[config.mk]
export PLATFORM = sky130hd
export DESIGN_NAME = commands_printer_tracker
export DESIGN_NICKNAME = d
export VERILOG_FILES = /design/src/rtl/commands_printer_tracker.sv
export SDC_FILE = /design/constraint.sdc
export NUM_CORES = 2
export LEC_CHECK = 0
export ABC_AREA = 1
export CAP_MARGIN = 10
export CORE_MARGIN = 3
export CORE_UTILIZATION = 50
export CTS_CLUSTER_SIZE = 30
export DETAILED_ROUTE_END_ITERATION = 16
export GPL_TIMING_DRIVEN = 1
export PLACE_DENSITY = 0.68
export SLEW_MARGIN = 20
export SYNTH_ARGS = -nofsm -noshare
export SYNTH_HDL_FRONTEND = slang
export SYNTH_SLANG_ARGS = --single-unit
export TNS_END_PERCENT = 30
[constraint.sdc]
create_clock -name clock -period 3.8 [get_ports clock]
set_input_delay 0.76 -clock clock [delete_from_list [all_inputs] [get_ports clock]]
set_output_delay 0.76 -clock clock [all_outputs]
set_load 0.05 [all_outputs]
[src/rtl/commands_printer_tracker.sv]
// Keeps the last NUM_LINES PS/2 command lines and streams them into screen memory.
// Optional macro CPT_NULL_FILTER_EN prints 8'h00 history bytes as spaces.
module commands_printer_tracker #(
  parameter logic [7:0] BASE_INDEX = 8'h80,
  parameter int         NUM_LINES  = 4
) (
  input  logic         clock,
  input  logic         reset,
  input  logic         start,
  input  logic [255:0] ps2_line_content,
  input  logic         ps2_line_ready,
  output logic         finish,
  output logic [7:0]   char_index,
  output logic [7:0]   char_data
);

  localparam int         HB    = NUM_LINES * 256;
  localparam logic [8:0] TOTAL = 9'(NUM_LINES * 32);

  typedef enum logic {IDLE, PRINT} state_t;

  state_t          state, state_next;
  logic [8:0]      k, k_next;
  logic [HB-1:0]   hist, hist_next;
  logic [HB+255:0] shifted;
  logic [255:0]    pend_line, commit_line;
  logic            pend_valid, pend_set, pend_clr;
  logic            commit_en, load;
  logic            ready_q, ready_edge;
  logic [8:0]      rd_k;
  logic [7:0]      rd_byte, out_byte;

  assign ready_edge = ps2_line_ready & ~ready_q;
  assign finish     = (state == IDLE) && !start;

  // Commits are only allowed while idle or at the very end of a print,
  // so the history never changes under a print in progress.
  always_comb begin
    state_next  = state;
    k_next      = k;
    load        = 1'b0;
    commit_en   = 1'b0;
    commit_line = ps2_line_content;
    pend_set    = 1'b0;
    pend_clr    = 1'b0;
    case (state)
      IDLE: begin
        commit_en = ready_edge;
        if (start) begin
          state_next = PRINT;
          k_next     = 9'd1;
          load       = 1'b1;
        end
      end
      PRINT: begin
        if (k == TOTAL) begin
          state_next = IDLE;
          k_next     = 9'd0;
          pend_clr   = 1'b1;
          if (ready_edge) begin
            commit_en = 1'b1;
          end else if (pend_valid) begin
            commit_en   = 1'b1;
            commit_line = pend_line;
          end
        end else begin
          load   = 1'b1;
          k_next = k + 9'd1;
          pend_set = ready_edge;
        end
      end
      default: state_next = IDLE;
    endcase
  end

  // Byte k of the packed history is line k/32, column k%32; reading from the
  // post-commit view lets a commit coinciding with start appear in the print.
  always_comb begin
    shifted   = {commit_line, hist};
    hist_next = commit_en ? shifted[HB+255:256] : hist;
    rd_k      = (state == PRINT) ? k : 9'd0;
    rd_byte   = 8'(hist_next >> {rd_k, 3'b000});
`ifdef CPT_NULL_FILTER_EN
    out_byte  = (rd_byte == 8'h00) ? 8'h20 : rd_byte;
`else
    out_byte  = rd_byte;
`endif
  end

  always_ff @(posedge clock) begin
    if (reset) begin
      state      <= IDLE;
      k          <= 9'd0;
      hist       <= {(NUM_LINES * 32){8'h20}};
      pend_valid <= 1'b0;
      pend_line  <= '0;
      ready_q    <= 1'b0;
      char_index <= BASE_INDEX;
      char_data  <= 8'h20;
    end else begin
      state   <= state_next;
      k       <= k_next;
      ready_q <= ps2_line_ready;
      hist    <= hist_next;
      if (pend_set) begin
        pend_valid <= 1'b1;
        pend_line  <= ps2_line_content;
      end else if (pend_clr) begin
        pend_valid <= 1'b0;
      end
      if (load) begin
        char_index <= BASE_INDEX + rd_k[7:0];
        char_data  <= out_byte;
      end
    end
  end

endmodule

; ---- After elaboration in Yosys (flattened, before gate mapping)
; Cells that the tools add are included.
[op_classes]
add_sub_neg = 2
multipliers = 0
div_mod_pow = 0
n_lt_le_gt_ge = 0
n_eq_ne = 2
shifts = 1
mux = 22
bitwise = 3
reduce_logical = 3
[ops]
columns = operator, count
row1 = $mux W1024, 1
row2 = $mux W256, 4
row3 = $shr A1024 B12 Y8, 1
row4 = $mux W9, 3
row5 = $pmux W9 S2, 1
row6 = $mux W1, 11
row7 = $add A9 B1 Y9 const B, 1
row8 = $eq A9 B8 Y1 const B, 1
row9 = $add A8 B8 Y8 const A, 1
row10 = $pmux W1 S2, 2
row11 = $ne A2 B2 Y1 const B, 1
row12 = $not A1 Y1, 2
row13 = $reduce_bool A2 Y1, 1
row14 = $and A1 B1 Y1, 1
row15 = $logic_and A1 B1 Y1, 1
row16 = $logic_not A1 Y1, 1
[totals]
regBits = 1308
latch_bits = 0
ram_bits = 0
romBits = 0
inputBits = 260
output_inout_bits = 17
wordCells = 41
mem_count = 0

; ---- Longest topological paths before layout
[depth]
ltp_word = 7
ltp_mapped = 26

; ---- Least setup slack after synthesis
; Ideal clock, no wire load.
[synth_path]
path_kind = reg2reg
start = register k[0]
end = register char_data[6]
setup_time_ps = 132
t_arrival_ps = 2781
t_required_ps = 3668
setup_slack_ps = 887
stages_incl_launch_ff = 25
path_buffers = 5
period_less_slack_ps = 2913
path_cell_list = dfxtp_1 -> clkbuf_1 -> inv_2 -> clkbuf_1 -> ha_1 -> nand2_1 -> inv_1 -> nand2_1 -> nor2_4 -> nand2_2 -> buf_6 -> buf_6 -> buf_2 -> o211ai_1 -> nand3_1 -> nand3_1 -> nand3_1 -> nand2_1 -> nand2_1 -> nand2_1 -> nand2_1 -> nand3_1 -> nand2_1 -> nand3_1 -> a21oi_1
[synth_between]
elab_chain_cells = 5
word_cells_on_any_way = 10
[synth_rtl]
columns = item, line
row1 = "start, declared", 23  ; logic [8:0] k, k_next;
row2 = "start signal, assigned", 102  ; k <= k_next;
row3 = $eq A9 B8 Y1, 56  ; if (k == TOTAL) begin
row4 = $mux W1 or $mux W256 (tied branches), 56
row5 = $pmux W1 S2 or $mux W256 (tied branches), 46  ; case (state)
row6 = $mux W1024, 80  ; hist_next = commit_en ? shifted[HB+255:256] : hist;
row7 = $shr A1024 B12 Y8, 82  ; rd_byte = 8'(hist_next >> {rd_k, 3'b000});
row8 = "end signal, assigned", 113  ; char_data <= out_byte;
row9 = "end, declared", 14  ; output logic [7:0] char_data
; Several ways; a longest one is shown, not always the timed one.
; A chain may end at the register's enable or synchronous reset.

; ---- Worst setup path after layout
[layout_path]
start = register k[6]
end = register char_data[0]
; Same word-level chain as after synthesis.

==> metrics.txt <==
antenna-violating nets left 0; Die H 359 um; post-synth top area cell dfxtp_1; Setup CP Type reg -> reg; HP Class in -> reg; I/O pin count 277; Final Max Slew Viols 0; final core occ 0.608; DRC 0; slew at the pin closest to its max-slew limit 1060 ps; post-synthesis cell type count 34; Worst Hold Path EP hist[908]; CTS tree yes; Clock Latency Late Sink 780 ps; iteration count of the initial detailed-routing pass 8; # Post-CTS Setup Buffers 0; sequential element share of the synthesized area 0.421; Crit Path Max Fanout 76; Req. time, crit path 4500 ps; Tcrit/Tclk final 0.908; row count 128; max cap viols 0; cts hold-fix bufs 0; WL/cell 20.9 um; initial antenna violation count 8; Critical R2R Launch k[6]; Num CTS Buffers 142; Post-synth EDFFs 0; final net count 10044; outcome finished clean; Area Growth Syn to Fin 19.9%; Post-Layout Cell Count 11516; die area 129000 um^2; Rel. slew slack 0.296; fraction of layout cells with a size suffix above 1 0.100; FF-to-FF End char_data[0]; GR Overflow Total 0; Worst R2R Setup Slack 350 ps; first-pass GRT wire length 358000 um; Die Wd 359 um; share of the synthesized area in the top cell type 0.421; dpl hpwl 164000 um; Cell Int Power 24.6 mW; Critical Path End Type flop; synthesized area per cell 6.61 um^2; Hold Startpoint reset; Synth area leaders dfxtp_1 42%, nand3_1 15%, nand2_1 14%, a21oi_1 5.2%, inv_1 5.1%; top-count cell post-synth nand2_1; Final Instance Area 74600 um^2; number of vias per cell 5.77; mapped cell area 62200 um^2; Commonest cells post-synth 2388 x nand2_1, 1816 x nand3_1, 1308 x dfxtp_1; Initial DRC Count 10590; Ys Warns 0; Combinational Power Share 0.167; starting density of the core 0.507; CTS resizes 0; Max clock buf depth 3; final-report hold violation count 0; sw power 9.91 mW; Seq cells post-synth 1308; Max Fclk 0.290 GHz; WP data arrival 4150 ps; final setup fails 0; ys flop type dfxtp_1; H-tree depth 4; largest net degree at the start of global routing 227; Overall Global Routing Usage 0.362; hold path depth 2; hold slack final 386 ps; Final Critical Period 3450 ps; Final Skew 28.3 ps; routability congestion estimate 0.944; Placed Instances 11263; Routed WL 240000 um; Peak VDD IR 0.000305 V; vias 66438; sequential share of power 0.435; crit path launch type flop; Root Buffer Master clkbuf_16; RSZ-0062 raised after global routing no; Core ar. 123000 um^2; sw frac 0.287; R2R depth 19; syn_nets 9673; Cells after Synth 9411; ys async rst share 0; PD cells 463 nW/um^2; clock share of power 0.398; Placed Area 70100 um^2; vias in the first global route 57458; leakage 32.4 nW; clock-pin slew on the worst setup and hold paths 70 ps; Port-buffer cells 276; CTS Sinks 1308
## worst max-delay path, cell delays in order, from the launching register on
cell and delay, ps:
dfxtp_1 410, inv_2 240, nand2_1 80, nor2_1 120, nand2_2 140, nand2_8 130, buf_12 350, nand3_1 350
buf_4 250, nand3_1 80, nand3_1 90, nand3_1 100, nand3_1 200, nand3_1 160, nand3_1 90, nand2_1 200
inv_1 80, nand2_1 60, nand3_1 70, a21oi_1 120
## registers in the layout, indices dropped and copies added (netlist names)
signal / cells
hist: 1024
pend_line: 256
k: 9
char_data: 8
char_index: 8
pend_valid: 1
ready_q: 1
state: 1
## how the worst max path moves through the flow
stage                   startpoint           end  slack (ps)  cells past startpoint
floorplan                     k[0]  char_data[6]         890                     24
global placement    ps2_line_ready  char_data[7]        -140                     18
detailed placement  ps2_line_ready  char_data[5]        -190                     19
CTS                           k[6]  char_data[4]         510                     17
global route                  k[6]  char_data[4]         230                     17
finish                        k[6]  char_data[0]         350                     19
## placed cells by master, fill, tap and decap left out, types with 30 or more instances in the layout
cell type        count
nor2_1             673
clkbuf_16          151
o21ai_0            527
o21ai_1            172
clkbuf_1            32
or2_2               43
nand2_1           2383
buf_12              97
nand3_1           1816
nand3b_1            32
inv_1              852
dfxtp_1           1305
buf_4              600
nand4_1             33
clkbuf_8            30
a21oi_1            647
o211ai_1           136
clkdlybuf4s50_1    274
## final cells by class
cell class | count | area [um^2]
sequential | 1308 | 26200
fill | 11504 | 48100
antenna | 2 | 5.00
clock inverter | 38 | 243
inverter | 865 | 3280
multi-input combinational | 6493 | 29400
timing repair buffer | 972 | 9200
tap | 1625 | 2030
clock buffer | 213 | 4310
## metrics by stage
step	setup TNS, ps	setup slack (ps)	total power, mW
2_1_floorplan	0	887	18.4
5_1_grt	0	234	35.7
4_1_cts	0	508	34.4
3_3_place_gp	-713	-141	20.8
6_report	0	351	34.5
3_5_place_dp	-988	-194	20.9
## metal layers
layer	part of all wire	global-route usage	wire [um]
met5	0.00012	0	30
met1	0.44	0.566	106000
met4	0.031	0.107	7440
met2	0.38	0.471	91400
met3	0.15	0.101	35700
## kinds of logic (layout without fill, tap and decap cells)
group           after synthesis  count (layout)  share of synthesized area
simple gates               4996            4996                      0.344
buf+inv                    1610            2088                      0.109
compound gates             1495            1495                      0.126
flops                      1308            1308                      0.421
fa+ha+maj                     2               2                   0.000402
other cells                   0               2                          0
## power groups by stage
stage | Clock (mW) | Combinational, mW | Sequential (mW)
final | 13.7 | 5.78 | 15.0
after global routing | 14.3 | 6.33 | 15.1
after CTS | 13.8 | 5.65 | 15.0
after detailed placement | 0 | 5.61 | 15.3
after global placement | 0 | 5.52 | 15.3
after floorplan | 0 | 3.39 | 15.0
(Power assumes the default switching activity.)
